<file path="src/rtl/rv151_rgf_wbctl.sv">
// Register-file write-port arbiter (writeback A vs load return B) plus load scoreboard.
// Optional macro RV151_RGF_WBCTL_FWD_EN enables same-cycle forwarding of rgf_wd to decode.
module rv151_rgf_wbctl #(
  parameter int unsigned STARVE_MAX = 4,
  parameter int unsigned MAX_OUT    = 2
) (
  input  logic        clk,
  input  logic        rst,
  input  logic        a_valid,
  input  logic [4:0]  a_wa,
  input  logic [31:0] a_wd,
  output logic        a_ready,
  input  logic        b_valid,
  input  logic [4:0]  b_wa,
  input  logic [31:0] b_wd,
  output logic        b_ready,
  input  logic        iss_valid,
  input  logic [4:0]  iss_rd,
  output logic        iss_ready,
  input  logic [4:0]  qa1,
  input  logic [4:0]  qa2,
  output logic        busy1,
  output logic        busy2,
  output logic        fwd1_hit,
  output logic        fwd2_hit,
  output logic        rgf_we,
  output logic [4:0]  rgf_wa,
  output logic [31:0] rgf_wd,
  output logic        err
);

  logic [31:0] pending_q, pending_d;
  logic [3:0]  starve_q, starve_d;
  logic [4:0]  out_q, out_d;
  logic        err_q, err_d;

  logic starve_hit, a_acc, b_acc, iss_acc, iss_trk, clr_same;

  always_comb begin
    starve_hit = (starve_q == 4'(STARVE_MAX));
    a_ready    = ~(b_valid & starve_hit);
    b_ready    = ~a_valid | starve_hit;
    a_acc      = a_valid & a_ready;
    b_acc      = b_valid & b_ready;
    // a_acc and b_acc are mutually exclusive, so B-first muxing is a plain select
    rgf_wa     = b_acc ? b_wa : a_wa;
    rgf_wd     = b_acc ? b_wd : a_wd;
    rgf_we     = (a_acc | b_acc) & (rgf_wa != '0);
    clr_same   = b_acc & (b_wa == iss_rd);
    iss_ready  = (~pending_q[iss_rd] | clr_same) & ((out_q < 5'(MAX_OUT)) | b_acc);
    iss_acc    = iss_valid & iss_ready;
    iss_trk    = iss_acc & (iss_rd != '0);
  end

`ifdef RV151_RGF_WBCTL_FWD_EN
  assign fwd1_hit = rgf_we & (rgf_wa == qa1);
  assign fwd2_hit = rgf_we & (rgf_wa == qa2);
`else
  assign fwd1_hit = 1'b0;
  assign fwd2_hit = 1'b0;
`endif

  assign busy1 = (qa1 != '0) & pending_q[qa1] & ~fwd1_hit;
  assign busy2 = (qa2 != '0) & pending_q[qa2] & ~fwd2_hit;
  assign err   = err_q;

  always_comb begin
    pending_d = pending_q;
    starve_d  = starve_q;
    out_d     = out_q;
    err_d     = err_q;
    if (b_acc) begin
      starve_d = '0;
    end else if (b_valid & ~starve_hit) begin
      starve_d = starve_q + 4'd1;
    end
    if (b_acc & (b_wa != '0) & ~pending_q[b_wa]) begin
      err_d = 1'b1;
    end
    // clear before set so a same-cycle re-issue of the returning register stays pending
    if (b_acc) begin
      pending_d[b_wa] = 1'b0;
    end
    if (iss_trk) begin
      pending_d[iss_rd] = 1'b1;
    end
    if (iss_trk & ~b_acc) begin
      out_d = out_q + 5'd1;
    end else if (~iss_trk & b_acc & (out_q != '0)) begin
      out_d = out_q - 5'd1;
    end
  end

  always_ff @(posedge clk or posedge rst) begin
    if (rst) begin
      pending_q <= '0;
      starve_q  <= '0;
      out_q     <= '0;
      err_q     <= 1'b0;
    end else begin
      pending_q <= pending_d;
      starve_q  <= starve_d;
      out_q     <= out_d;
      err_q     <= err_d;
    end
  end

endmodule

</file>
<file path="config.mk">
export PLATFORM = sky130hd
export DESIGN_NAME = rv151_rgf_wbctl
export DESIGN_NICKNAME = d
export VERILOG_FILES = /design/src/rtl/rv151_rgf_wbctl.sv
export SDC_FILE = /design/constraint.sdc
export NUM_CORES = 1
export LEC_CHECK = 0
export BUFFER_PORTS_ARGS = -buffer_cell sky130_fd_sc_hd__buf_2
export CORE_MARGIN = 5
export CORE_UTILIZATION = 25
export CTS_CLUSTER_DIAMETER = 200
export DETAILED_ROUTE_END_ITERATION = 10
export PLACE_DENSITY = 0.47
export SLEW_MARGIN = 20
export SYNTH_ARGS = -nofsm -noshare
export SYNTH_HDL_FRONTEND = slang
export SYNTH_SLANG_ARGS = --single-unit
</file>
<file path="constraint.sdc">
create_clock -name clk -period 5.3 [get_ports clk]
set_input_delay 0.53 -clock clk [delete_from_list [all_inputs] [get_ports clk]]
set_output_delay 0.53 -clock clk [all_outputs]
set_load 0.01 [all_outputs]
</file>
# == After elaboration in Yosys (flattened, before gate mapping) ==
# Cells that the tools add are included.
# word_totals
mem_bits_rw,0
reg_bits,42
latch_bits,0
wordCells,76
romBits,0
memories,0
# classes
reduce_logical,10
bitwise,30
n_mux,20
n_mul,0
shift,0
n_div,0
addsub,3
order_cmp,7
n_eq_ne,2
# op_table
op,count
$mux 32,3
$and 32x32->32,1
$not 32->32,1
$or 32x32->32,1
$reduce_bool 5->1,6
$lt 5x6->1 const B,4
$bmux 1 s5,4
$and 1x1->1,16
$mux 5,3
$demux 1 s5,2
$ge 5x1->1 const B,2
$mux 4,2
$not 1->1,7
$mux 1,6
$add 5x1->5 const B,1
$eq 5x5->1,1
$lt 5x2->1 const B,1
$sub 5x1->5 const B,1
$add 4x1->4 const B,1
$eq 4x3->1 const B,1
$or 1x1->1,4
$reduce_bool 2->1,2
$logic_and 1x1->1,2

# == Logic depth before layout (Yosys ltp) ==
# depth
ltp_word,13
depth_mapped,13

# == Worst setup path before layout ==
# Ideal clock, no wire load.
# synth_path
kind,input port to flip-flop
startpoint,input port iss_rd[1]
endpoint,register out_q[4]
arrival_ns,3.498
t_required_ns,5.177
n_path_buf,1
slack_ns,1.679
cell_stages,12
setup_time_ns,0.123
cell_sequence,buf_6 mux2_1 mux4_2 a222oi_1 nand4_1 nand2b_1 fa_1 a21o_1 a21o_1 a311oi_1 mux2i_1 xnor2_1
# synth_via
elab_chain_cells,11
word_cells_on_any_way,16
# synth_lines
item,line_no,text
"start, declared",18,"input logic [4:0] iss_rd,"
$bmux 1 s5,50,iss_ready = (~pending_q[iss_rd] | clr_same) & ((out_q < 5'(MAX_OUT)) | b_acc);
$mux 1 (not written as such),50,
$not 1->1,50,
$or 1x1->1,50,
$and 1x1->1,50,
$and 1x1->1,51,iss_acc = iss_valid & iss_ready;
$and 1x1->1 *,52,iss_trk = iss_acc & (iss_rd != '0);
$not 1->1,89,end else if (~iss_trk & b_acc & (out_q != '0)) begin
$and 1x1->1 (2 in a row),89,
$reduce_bool 2->1 (no source line),n/a,
"end signal, assigned",103,out_q <= out_d;
"end, declared",34,"logic [4:0] out_q, out_d;"
# Mark *: on every way between the ends. The rest lies on a longest branch, timed or not. The select of a mux whose other input is x is not followed.
# A chain may end at the register's enable or synchronous reset.

# == Final worst setup path ==
# Same ends and word-level chain as after synthesis.

==> out/summary.txt <==
Outcome = finished, final reports clean
Top cells by area, synth = dfrtp_1 (28%), mux4_2 (15%), nand2_1 (13%)
Top-area cell type share of the netlist area = 27.79%
Placed cells = 734
CTS tree = built
GP Congestion = 0.8865
Worst-margin pin slew = 939.3 ps
CTS Buf Count = 5
FF-to-FF Start = pending_q[14]
Initial DRC count = 289
CTS max path bufs = 2
Post-CTS Hold Fix Bufs = 0
Cell count after synthesis = 443
Register area = 1051 um2
CP Max Fanout = 21
Final #Nets = 654
Final Hold Fails = 0
Initial antenna violation count = 0
Reg2reg setup slack = 1580 ps
Most common cell in the netlist = nand2_1
Setup Viol. Count Final = 0
CP arrival = 4200 ps
Root Driver = clkbuf_16
Critical path type = input port to flop
Chip Width = 133 um
Pins Over Slew Limit = 0
Synthesized area per cell = 8.538 um2
Reg2reg end = out_q[4]
R2R cell count = 11
Via/cell ratio = 5.148
Ant diodes = 0
Post-route ant nets = 0
Drt wl/cell = 17.56 um
Worst setup EP type = flop
Final HPWL DP = 9978 um
Multi-input gate area = 2567 um2
Core area = 15030 um2
Final min period = 4026 ps
Clk sinks = 42
P_leak = 2.246 nW
Max VDD drop = 0.1142 mV
WHS = 374.2 ps
Clk_lat worst skew = 290 ps
Fillcell total = 1557
Row Count = 45
Initial Util = 25.16%
RSZ-0062 raised after global routing = no
IO buf count = 137
Post-Synthesis Cell Area = 3782 um2
TritonRoute pass-1 iters = 5
Layout cells sized above 1 = 33.87%
Routed wire length = 13050 um
# IOs = 140
Largest net degree at the start of global routing = 49
Worst Hold Class = input port to async pin
Clock skew = 3.846 ps
Slew HR = 37.23%
Die span in y = 133 um
Number of enable flip-flop cells after synthesis = 0
Post-route DRC = 0
Commonest cells in the netlist = nand2_1 (131), dfrtp_1 (42), o21ai_0 (34)
Final worst path period share = 75.96%
Synthesis-to-finish area growth = 26.43%
Clock slew at reported path FFs = 60 ps
Die area = 17690 um2
Post-synthesis sequential area ratio = 27.79%
Grt ovf = 0
Number of global-route vias before repair = 3684
Ys flop type = dfrtp_1
Critical path startpoint category = input port
Overall power = 1.490 mW
Vias = 3825
Setup_tns = 0 ps
All-Layer GR Usage = 14.32%
First-pass GRT wire length = 20380 um
Max-cap viol count = 0
Post-synth top area cell = dfrtp_1
Highest clock rate = 0.2484 GHz
CTS-repair resized insts = 0
Synth unique cells = 57
Synthesis Warnings = 0
Pwr/cell area = 311.6 nW/um2
Post-CTS setup buffer count = 0
Fin cells = 743
FF+latch count, synth = 42
Post-synth ARST share = 100.0%
Required @ worst endpoint = 5470 ps
H-tree levels = 2
[layer usage]
metal / global-route usage [%] / vias up / wire length (um)
met2: 24.83 / 142 / 6553
met5: 0 / - / 0
met3: 2.852 / 21 / 912
li1: - / 1830 / -
met4: 4.330 / 0 / 289
met1: 17.94 / 1832 / 5294
[power breakdown]
part / switching (mW) / internal (mW) / total [mW]
logic: 0.279 / 0.326 / 0.605
registers: 0.123 / 0.408 / 0.531
clock network: 0.131 / 0.223 / 0.354
total: 0.533 / 0.957 / 1.49
[layout make-up]
type | count | share of cell area, %
multi-input cells | 356 | 53.69
flip-flops and latches | 42 | 21.98
repair buffers | 140 | 15.23
well taps | 188 | 4.919
clock buffers | 6 | 2.695
clock inverters | 2 | 0.7849
inverters | 9 | 0.7064
[worst max-delay path, cell delays in order]
cell and delay, ps:
buf_2 420, mux2_2 390, mux4_2 470, a222oi_1 540
nand4_1 270, nand2b_1 310, fa_1 460, a21o_1 170
a21o_1 180, a311oi_1 190, mux2i_1 130, xnor2_1 140
[placed cells by master (no fill, tap or decap), types with 4 or more instances in the layout]
| cell | count |
|---|---|
| buf_2 | 137 |
| clkbuf_16 | 5 |
| dfrtp_1 | 42 |
| ha_1 | 5 |
| inv_1 | 8 |
| mux2_1 | 6 |
| mux2_2 | 5 |
| mux2_4 | 5 |
| mux2i_1 | 11 |
| mux4_2 | 26 |
| nand2_1 | 131 |
| nand2b_1 | 10 |
| nand3_1 | 8 |
| nand4_1 | 5 |
| nor2_1 | 8 |
| o21a_1 | 5 |
| o21ai_0 | 34 |
| o22ai_1 | 5 |
| o31ai_1 | 28 |
| xnor2_1 | 5 |
| xor2_1 | 4 |
[metrics by stage]
stage | utilization, % | worst slack [ps] | cell area [um2]
after floorplan | - | 1679 | 3786
after global placement | 30.52 | 1069 | 4588
after detailed placement | 30.52 | 988.7 | 4588
after CTS | 31.63 | 1288 | 4755
after global routing | 31.81 | 1042 | 4782
final | 31.81 | 1274 | 4782
[how the worst max path moves through the flow]
| stage | start | endpoint | slack, ps | cells after the start |
|---|---|---|---|---|
| after floorplan | iss_rd[1] | out_q[4] | 1680 | 12 |
| after global placement | iss_rd[1] | out_q[4] | 1070 | 12 |
| after detailed placement | iss_rd[1] | out_q[4] | 990 | 12 |
| after CTS | iss_rd[1] | out_q[4] | 1290 | 12 |
| after global routing | iss_rd[1] | out_q[4] | 1040 | 12 |
| final | iss_rd[1] | out_q[4] | 1270 | 12 |
[sequential cells by signal (all words and copies together), names as in the netlist]
name / flops
out_q: 5
pending_q: 32
err: 1
starve_q: 4
[cells by family (layout without fill, tap and decap cells)]
family          Yosys count  in the layout  share of synthesized area, %
compound gates          101            101                         17.86
buf+inv                  46            157                         5.028
other cells               1              2                       0.09914
fa+ha+maj                 6              6                         2.183
mux                      53             53                         23.65
xor+xnor                  9              9                         2.084
flops                    42             42                         27.79
simple gates            185            185                         21.30
Note: power is estimated with default switching activity, not from simulation.
